<file path="config.mk">
export PLATFORM = sky130hd
export DESIGN_NAME = piso_frame_tx
export DESIGN_NICKNAME = d
export VERILOG_FILES = /design/src/rtl/piso_pkg.sv /design/src/rtl/piso_shreg.sv /design/src/rtl/piso_frame_tx.sv
export SDC_FILE = /design/constraint.sdc
export NUM_CORES = 1
export LEC_CHECK = 0
export BUFFER_PORTS_ARGS = -buffer_cell sky130_fd_sc_hd__buf_2
export CORE_MARGIN = 2
export CORE_UTILIZATION = 55
export CTS_BUF_LIST = sky130_fd_sc_hd__clkbuf_8
export CTS_CLUSTER_DIAMETER = 200
export CTS_CLUSTER_SIZE = 12
export DETAILED_ROUTE_END_ITERATION = 7
export PLACE_DENSITY = 0.76
export SYNTH_ARGS = -nofsm -noshare
export SYNTH_HDL_FRONTEND = slang
export SYNTH_SLANG_ARGS = --single-unit
</file>
<file path="constraint.sdc">
create_clock -name clk -period 1.6 [get_ports clk]
set_input_delay 0.24 -clock clk [delete_from_list [all_inputs] [get_ports clk]]
set_output_delay 0.24 -clock clk [all_outputs]
set_load 0.02 [all_outputs]
</file>
<file path="src/rtl/piso_pkg.sv">
// Shared definitions for the PISO frame transmitter: FSM state encoding and line levels.
package piso_pkg;

  typedef enum logic [2:0] {
    ST_IDLE   = 3'd0,
    ST_START  = 3'd1,
    ST_DATA   = 3'd2,
    ST_PARITY = 3'd3,
    ST_STOP   = 3'd4
  } state_e;

  localparam logic IDLE_LEVEL  = 1'b1;
  localparam logic START_LEVEL = 1'b0;

endpackage

</file>
<file path="src/rtl/piso_shreg.sv">
// WIDTH-bit load/shift register; bit_out always presents the next data bit to transmit.
module piso_shreg #(
  parameter int WIDTH     = 8,
  parameter bit MSB_FIRST = 1'b0
) (
  input  logic             clk,
  input  logic             clr_n,
  input  logic             load,
  input  logic [WIDTH-1:0] load_data,
  input  logic             shift,
  output logic             bit_out
);

  logic [WIDTH-1:0] sr_q, sr_d;

  always_comb begin
    sr_d = sr_q;
    if (load) begin
      sr_d = load_data;
    end else if (shift) begin
      sr_d = MSB_FIRST ? {sr_q[WIDTH-2:0], 1'b0} : {1'b0, sr_q[WIDTH-1:1]};
    end
  end

  always_ff @(posedge clk) begin
    if (!clr_n) begin
      sr_q <= '0;
    end else begin
      sr_q <= sr_d;
    end
  end

  assign bit_out = MSB_FIRST ? sr_q[WIDTH-1] : sr_q[0];

endmodule

</file>
<file path="src/rtl/piso_frame_tx.sv">
// Serial frame transmitter: start(0), WIDTH data bits, optional even parity, stop(1).
// Define PIFT_PARITY_EN to insert the parity bit between data and stop.
module piso_frame_tx
  import piso_pkg::*;
#(
  parameter int WIDTH     = 8,
  parameter bit MSB_FIRST = 1'b0
) (
  input  logic             clk,
  input  logic             clr_n,
  input  logic             shift_en,
  input  logic             load_valid,
  output logic             load_ready,
  input  logic [WIDTH-1:0] load_data,
  output logic             q,
  output logic             notq,
  output logic             busy,
  output logic             done
);

  localparam int CW = $clog2(WIDTH + 1);
  localparam logic [CW-1:0] LAST_CNT = CW'(WIDTH);

  state_e        state_q, state_d;
  logic [CW-1:0] cnt_q, cnt_d;
  logic          q_q, q_d;
  logic          notq_q, notq_d;
  logic          done_q, done_d;
  logic          ready_q, ready_d;
  logic          accept;
  logic          shift_bit;
  logic          data_bit;

`ifdef PIFT_PARITY_EN
  logic par_q, par_d;

  always_comb begin
    par_d = par_q;
    if (accept) begin
      par_d = ^load_data;
    end
  end
`endif

  assign accept = load_valid & ready_q;

  piso_shreg #(
    .WIDTH    (WIDTH),
    .MSB_FIRST(MSB_FIRST)
  ) u_shreg (
    .clk      (clk),
    .clr_n    (clr_n),
    .load     (accept),
    .load_data(load_data),
    .shift    (shift_bit),
    .bit_out  (data_bit)
  );

  // Transitions happen only on strobes; the stop bit is driven on the strobe that leaves DATA/PARITY.
  always_comb begin
    state_d   = state_q;
    cnt_d     = cnt_q;
    q_d       = q_q;
    done_d    = 1'b0;
    shift_bit = 1'b0;
    case (state_q)
      ST_IDLE: begin
        if (accept) begin
          state_d = ST_START;
        end
      end
      ST_START: begin
        if (shift_en) begin
          q_d     = START_LEVEL;
          cnt_d   = '0;
          state_d = ST_DATA;
        end
      end
      ST_DATA: begin
        if (shift_en) begin
          if (cnt_q != LAST_CNT) begin
            q_d       = data_bit;
            shift_bit = 1'b1;
            cnt_d     = cnt_q + 1'b1;
          end else begin
`ifdef PIFT_PARITY_EN
            q_d     = par_q;
            state_d = ST_PARITY;
`else
            q_d     = IDLE_LEVEL;
            state_d = ST_STOP;
`endif
          end
        end
      end
`ifdef PIFT_PARITY_EN
      ST_PARITY: begin
        if (shift_en) begin
          q_d     = IDLE_LEVEL;
          state_d = ST_STOP;
        end
      end
`endif
      ST_STOP: begin
        if (shift_en) begin
          done_d  = 1'b1;
          state_d = ST_IDLE;
        end
      end
      default: begin
        state_d = ST_IDLE;
      end
    endcase
    ready_d = (state_d == ST_IDLE);
    notq_d  = ~q_d;
  end

  always_ff @(posedge clk) begin
    if (!clr_n) begin
      state_q <= ST_IDLE;
      cnt_q   <= '0;
      q_q     <= IDLE_LEVEL;
      notq_q  <= ~IDLE_LEVEL;
      done_q  <= 1'b0;
      ready_q <= 1'b0;
`ifdef PIFT_PARITY_EN
      par_q   <= 1'b0;
`endif
    end else begin
      state_q <= state_d;
      cnt_q   <= cnt_d;
      q_q     <= q_d;
      notq_q  <= notq_d;
      done_q  <= done_d;
      ready_q <= ready_d;
`ifdef PIFT_PARITY_EN
      par_q   <= par_d;
`endif
    end
  end

  assign q          = q_q;
  assign notq       = notq_q;
  assign done       = done_q;
  assign load_ready = ready_q;
  assign busy       = (state_q != ST_IDLE);

endmodule
</file>
# --- Yosys cells after proc, flatten, opt, wreduce, memory -nomap -nowiden ---
# Cells that the tools add are included.
totals:
  regBits: 19
  in_bits: 12
  out_inout_bits: 5
classes:
  n_addsub: 1
  eq_ne: 7
  mux: 20
  bitwise: 2
  reduce_logical: 7
ops:
  columns: ["op", "count"]
  rows:
  - ["2-to-1 mux 8 bit", 2]
  - ["2-to-1 mux 3 bit", 5]
  - ["2-to-1 mux 4 bit", 3]
  - ["one-hot mux 3 bit (4 select lines)", 1]
  - ["one-hot mux 4 bit (2 select lines)", 1]
  - ["2-to-1 mux 1 bit", 7]
  - ["zero test 3 bit", 2]
  - ["!= test 2 bit (second input constant)", 3]
  - ["adder 4 x 1 -> 4 bit (second input constant)", 1]
  - ["!= test 4 bit (second input constant)", 1]
  - ["AND reduction 4 bit", 1]
  - ["nonzero test 2 bit", 2]
  - ["equality test 3 x 1 -> 1 bit (second input constant)", 1]
  - ["equality test 3 x 2 -> 1 bit (second input constant)", 1]
  - ["equality test 3 bit (second input constant)", 1]
  - ["nonzero test 3 bit", 1]
  - ["one-hot mux 1 bit (2 select lines)", 1]
  - ["AND reduction 2 bit", 1]
  - ["bitwise AND 1 bit", 1]
  - ["NOT 1 bit", 1]

# --- Longest topological paths before layout ---
logic_depth:
  ltp_word: 6
  mapped_depth: 6
  ltp_nobuf: 5

# --- By module ---
# Synthesis repeated with hierarchy kept, for this count alone.
hier_totals:
  hier_cells: 100
  area_unflattened_um2: 991.0
by_module_without_submodules:
  columns: ["mod", "n_inst", "cells_each", "area_per_inst_um2"]
  rows:
  - ["piso_frame_tx", 1, 65, 571.8]
  - ["piso_shreg", 1, 35, 419.2]

# --- Worst setup path after synthesis ---
# Ideal clock, no wire load.
synth_path:
  path_kind: "reg-to-reg"
  start: "register cnt_q[0]"
  end: "register cnt_q[2]"
  arrival_time_ns: 1.369
  required_time_ns: 1.530
  path_slack_ns: 0.161
  path_stages_with_launch: 6
  n_path_buf: 0
  path_cell_list: "dfxtp_1 inv_1 ha_1 and3b_1 or4_1 a21oi_1"
synth_via:
  elab_chain_cells: 4
synth_lines:
  columns: ["element", "line_no", "rtl"]
  rows:
  - ["from (decl)", "piso_frame_tx.sv:25", "logic [CW-1:0] cnt_q, cnt_d;"]
  - ["from (signal assigned)", "piso_frame_tx.sv:131", "cnt_q <= cnt_d;"]
  - ["adder 4 x 1 -> 4 bit", "piso_frame_tx.sv:84", "cnt_d = cnt_q + 1'b1;"]
  - ["2-to-1 mux 4 bit", "piso_frame_tx.sv:81", "if (cnt_q != LAST_CNT) begin"]
  - ["2-to-1 mux 4 bit", "piso_frame_tx.sv:80", "if (shift_en) begin"]
  - ["one-hot mux 4 bit (2 select lines)", "piso_frame_tx.sv:66", "case (state_q)"]
# Several ways; a longest one is shown, not always the timed one. The select of a mux whose other input is x is not followed.
# A chain may end at the register's enable or synchronous reset.

# --- Worst setup path in the final report ---
layout_path:
  start: "register state_q[0]"
  end: "output port busy"
layout_via:
  elab_chain_cells: 1
layout_lines:
  columns: ["element", "line_no", "rtl"]
  rows:
  - ["from (decl)", "piso_frame_tx.sv:24", "state_e state_q, state_d;"]
  - ["from (signal assigned)", "piso_frame_tx.sv:130", "state_q <= state_d;"]
  - ["nonzero test 3 bit", "piso_frame_tx.sv:146", "assign busy = (state_q != ST_IDLE);"]
  - ["to (decl)", "piso_frame_tx.sv:17", "output logic busy,"]
# Every way passes these cells.

==> flow_summary.ini <==
[run_status]
status = finished clean

[route]
dr.pass1.iters = 5
ant_nets = 0
dr.first_iter.drc_count = 18
wl_per_cell_um = 12.8
met1_length_um = 890
wl_met2_um = 846
wl_um = 1800
highest_layer = met3
wl_met3_um = 62
vias_per_cell = 6.04
drc_errors = 0
vias = 851

[clock_tree]
cts_hold_buf = 0
clkSinkCount = 19
root_buffer = clkbuf_8
h-tree-depth = 1
postCtsSetupBuffers = 0
clkSlewWorstSetupHoldPaths_ps = 70
cts_buffers = 3
cts_tree = built
clk_path_buf_depth = 2
clk_latency_ps = 250

[power_and_ir_drop]
p_leak_uw = 0.000421
p_per_area_mw_per_mm2 = 880
max-vdd-ir-drop_mv = 0.520

[timing]
max_slew_margin_pct = 71.4
setup_violations = 0
fin_worst_skew_ps = 2.64
fin_crit_sh_pct = 95.5
tightestPinTransition_ps = 427
slew_viol_final = 0
grt_setup_unrepaired = false
setup_tns_ps = 0
fmax_mhz = 654
finalHoldViolCount = 0
period_needed_ps = 1530

[final_layout]
final_util_pct = 70.0
n_antenna_cell = 0
drive_gt1_share_pct = 23.2
synthToLayoutAreaGrowth_pct = 15.8
num-nets-final = 140
fillers = 129

[synthesis]
ys_top_cells_by_area = dfxtp_1, o21ai_0, nand3_1, a31oi_1, ha_1
synth_area_sq_um = 932
synth_fp_nets = 122
yosysSeqAreaShare_pct = 40.8
synth_async_sr_flop_share_pct = 0
synth-edff-count = 0
yosysMostFrequentCell = dfxtp_1
synthTopCellsByCount = dfxtp_1, o21ai_0, nand3_1, a31oi_1
ys_ff_latch = 19
synth-main-ff-cell = dfxtp_1
yosysUniqueCellTypes = 31
yosysWarnings = 0
syn-instance-count = 108
yosysTopAreaCellShare_pct = 40.8
synth.avg_cell_area_sq_um = 8.63
yosysTopAreaCell = dfxtp_1

[die]
io_pins = 17
start_util_pct = 60.5
fp.dieW_um = 45.2
die_y_um = 45.2
core_sq_mm = 0.00154
std_cell_rows = 14
dieArea_sq_mm = 0.00204

[worst_setup_path]
cp-startpoint = state_q[0]$_SDFF_PN0_
cp.required_ps = 1360
cp_max_fo = 7
r2r-start = cnt_q[0]$_SDFFE_PN0P_
worst_setup_path_start_kind = flip-flop
cp.arrival_ps = 1290
end_kind = output port
path_class = flip-flop to output port

[job]
maxCapViolCount = 0

[global_route]
grt_pass1_vias = 716
antenna_found_initial = 0
grt_pass1_wl_um = 2970
grt_max_degree = 19
grt_overflow = 0
grt.total_usage_pct = 19.8

[hold_path]
hold_path_class = primary input to flip-flop
hold_start = load_data[7]

[placed_design]
hpwlAfterDp_um = 1270
routabilityCongestion = 0.821
io_buffers = 16
-- repair_timing --
item	in CTS	in global routing
endpoints found under the hold margin	0	0
endpoints found under the setup margin	0	1
gates resized for setup	0	2
-- report_power, final --
group          switching [uW]  internal (uW)
combinational            62.2           52.2
sequential               16.5            499
clock                     151            170
total                     229            721
-- metal layers --
metal	up-vias	global-route usage, %
met5	-	0
met4	0	10.0
met3	0	2.40
met2	21	32.0
met1	398	25.7
li1	432	-
-- cells by family after synthesis --
kind of cell    share of synthesized area [%]
buf+inv                                  5.64
fa+ha+maj                                2.68
xor+xnor                                0.940
flops                                    40.8
simple gates                             23.8
compound gates                           25.1
mux                                      1.07
-- sequential cells by signal, summed over array words and instances, names as in the netlist --
name          cells
u_shreg.sr_q      8
cnt_q             4
state_q           3
done              1
load_ready        1
notq              1
q                 1
-- critical path, stage by stage, from the launching register on --
cell	delay, ps
dfxtp_1	370
buf_4	180
or3_1	330
buf_2	160
-- stage by stage --
step           cell area (sq um)  total power (uW)  hold slack, ps  setup slack [ps]  cells
4_1_cts                     1080               961             246              65.1    141
3_5_place_dp                1030               639             473              99.4    137
6_report                    1080               951             249              71.7    141
3_3_place_gp                1030               637             468               146    137
2_1_floorplan                932               600             370               161    108
5_1_grt                     1080               994             286              12.5    141
-- final timing paths --
| kind | end | slack (ps) | cells after the start |
|---|---|---|---|
| min reg2reg | u_shreg.sr_q[3]$_SDFFE_PN0P_ | 490 | 2 |
| max reg2reg | cnt_q[2]$_SDFFE_PN0P_ | 130 | 5 |
| max | busy | 70 | 3 |
| min | u_shreg.sr_q[7]$_SDFFE_PN0P_ | 250 | 3 |
-- area by class of cell --
type,count,area [sq um],share of cell area [%]
flip-flops and latches,19,383,35.5
well taps,16,20.0,1.85
clock inverters,1,3.75,0.348
multi-input cells,77,499,46.2
clock buffers,3,41.3,3.82
inverters,4,15.0,1.39
repair buffers,21,118,10.9
-- layout by cell type, fill, tap and decap left out, drive strengths merged --
cell     count
nand3b       1
and4bb       1
dfxtp       19
a21boi       3
a31oi        8
ha           2
o211ai       3
or3          2
nand2        3
and4b        1
and3b        1
buf         21
clkbuf       3
nor2b        3
xor2         1
nand4bb      2
or4          1
nand3       12
nor3b        3
nor2         1
and3         2
o311a        1
a21bo        1
a21oi        4
mux2i        1
nand2b       1
inv          5
a211o        1
o21ai       18
No activity file was read; power rests on OpenSTA's default activity.
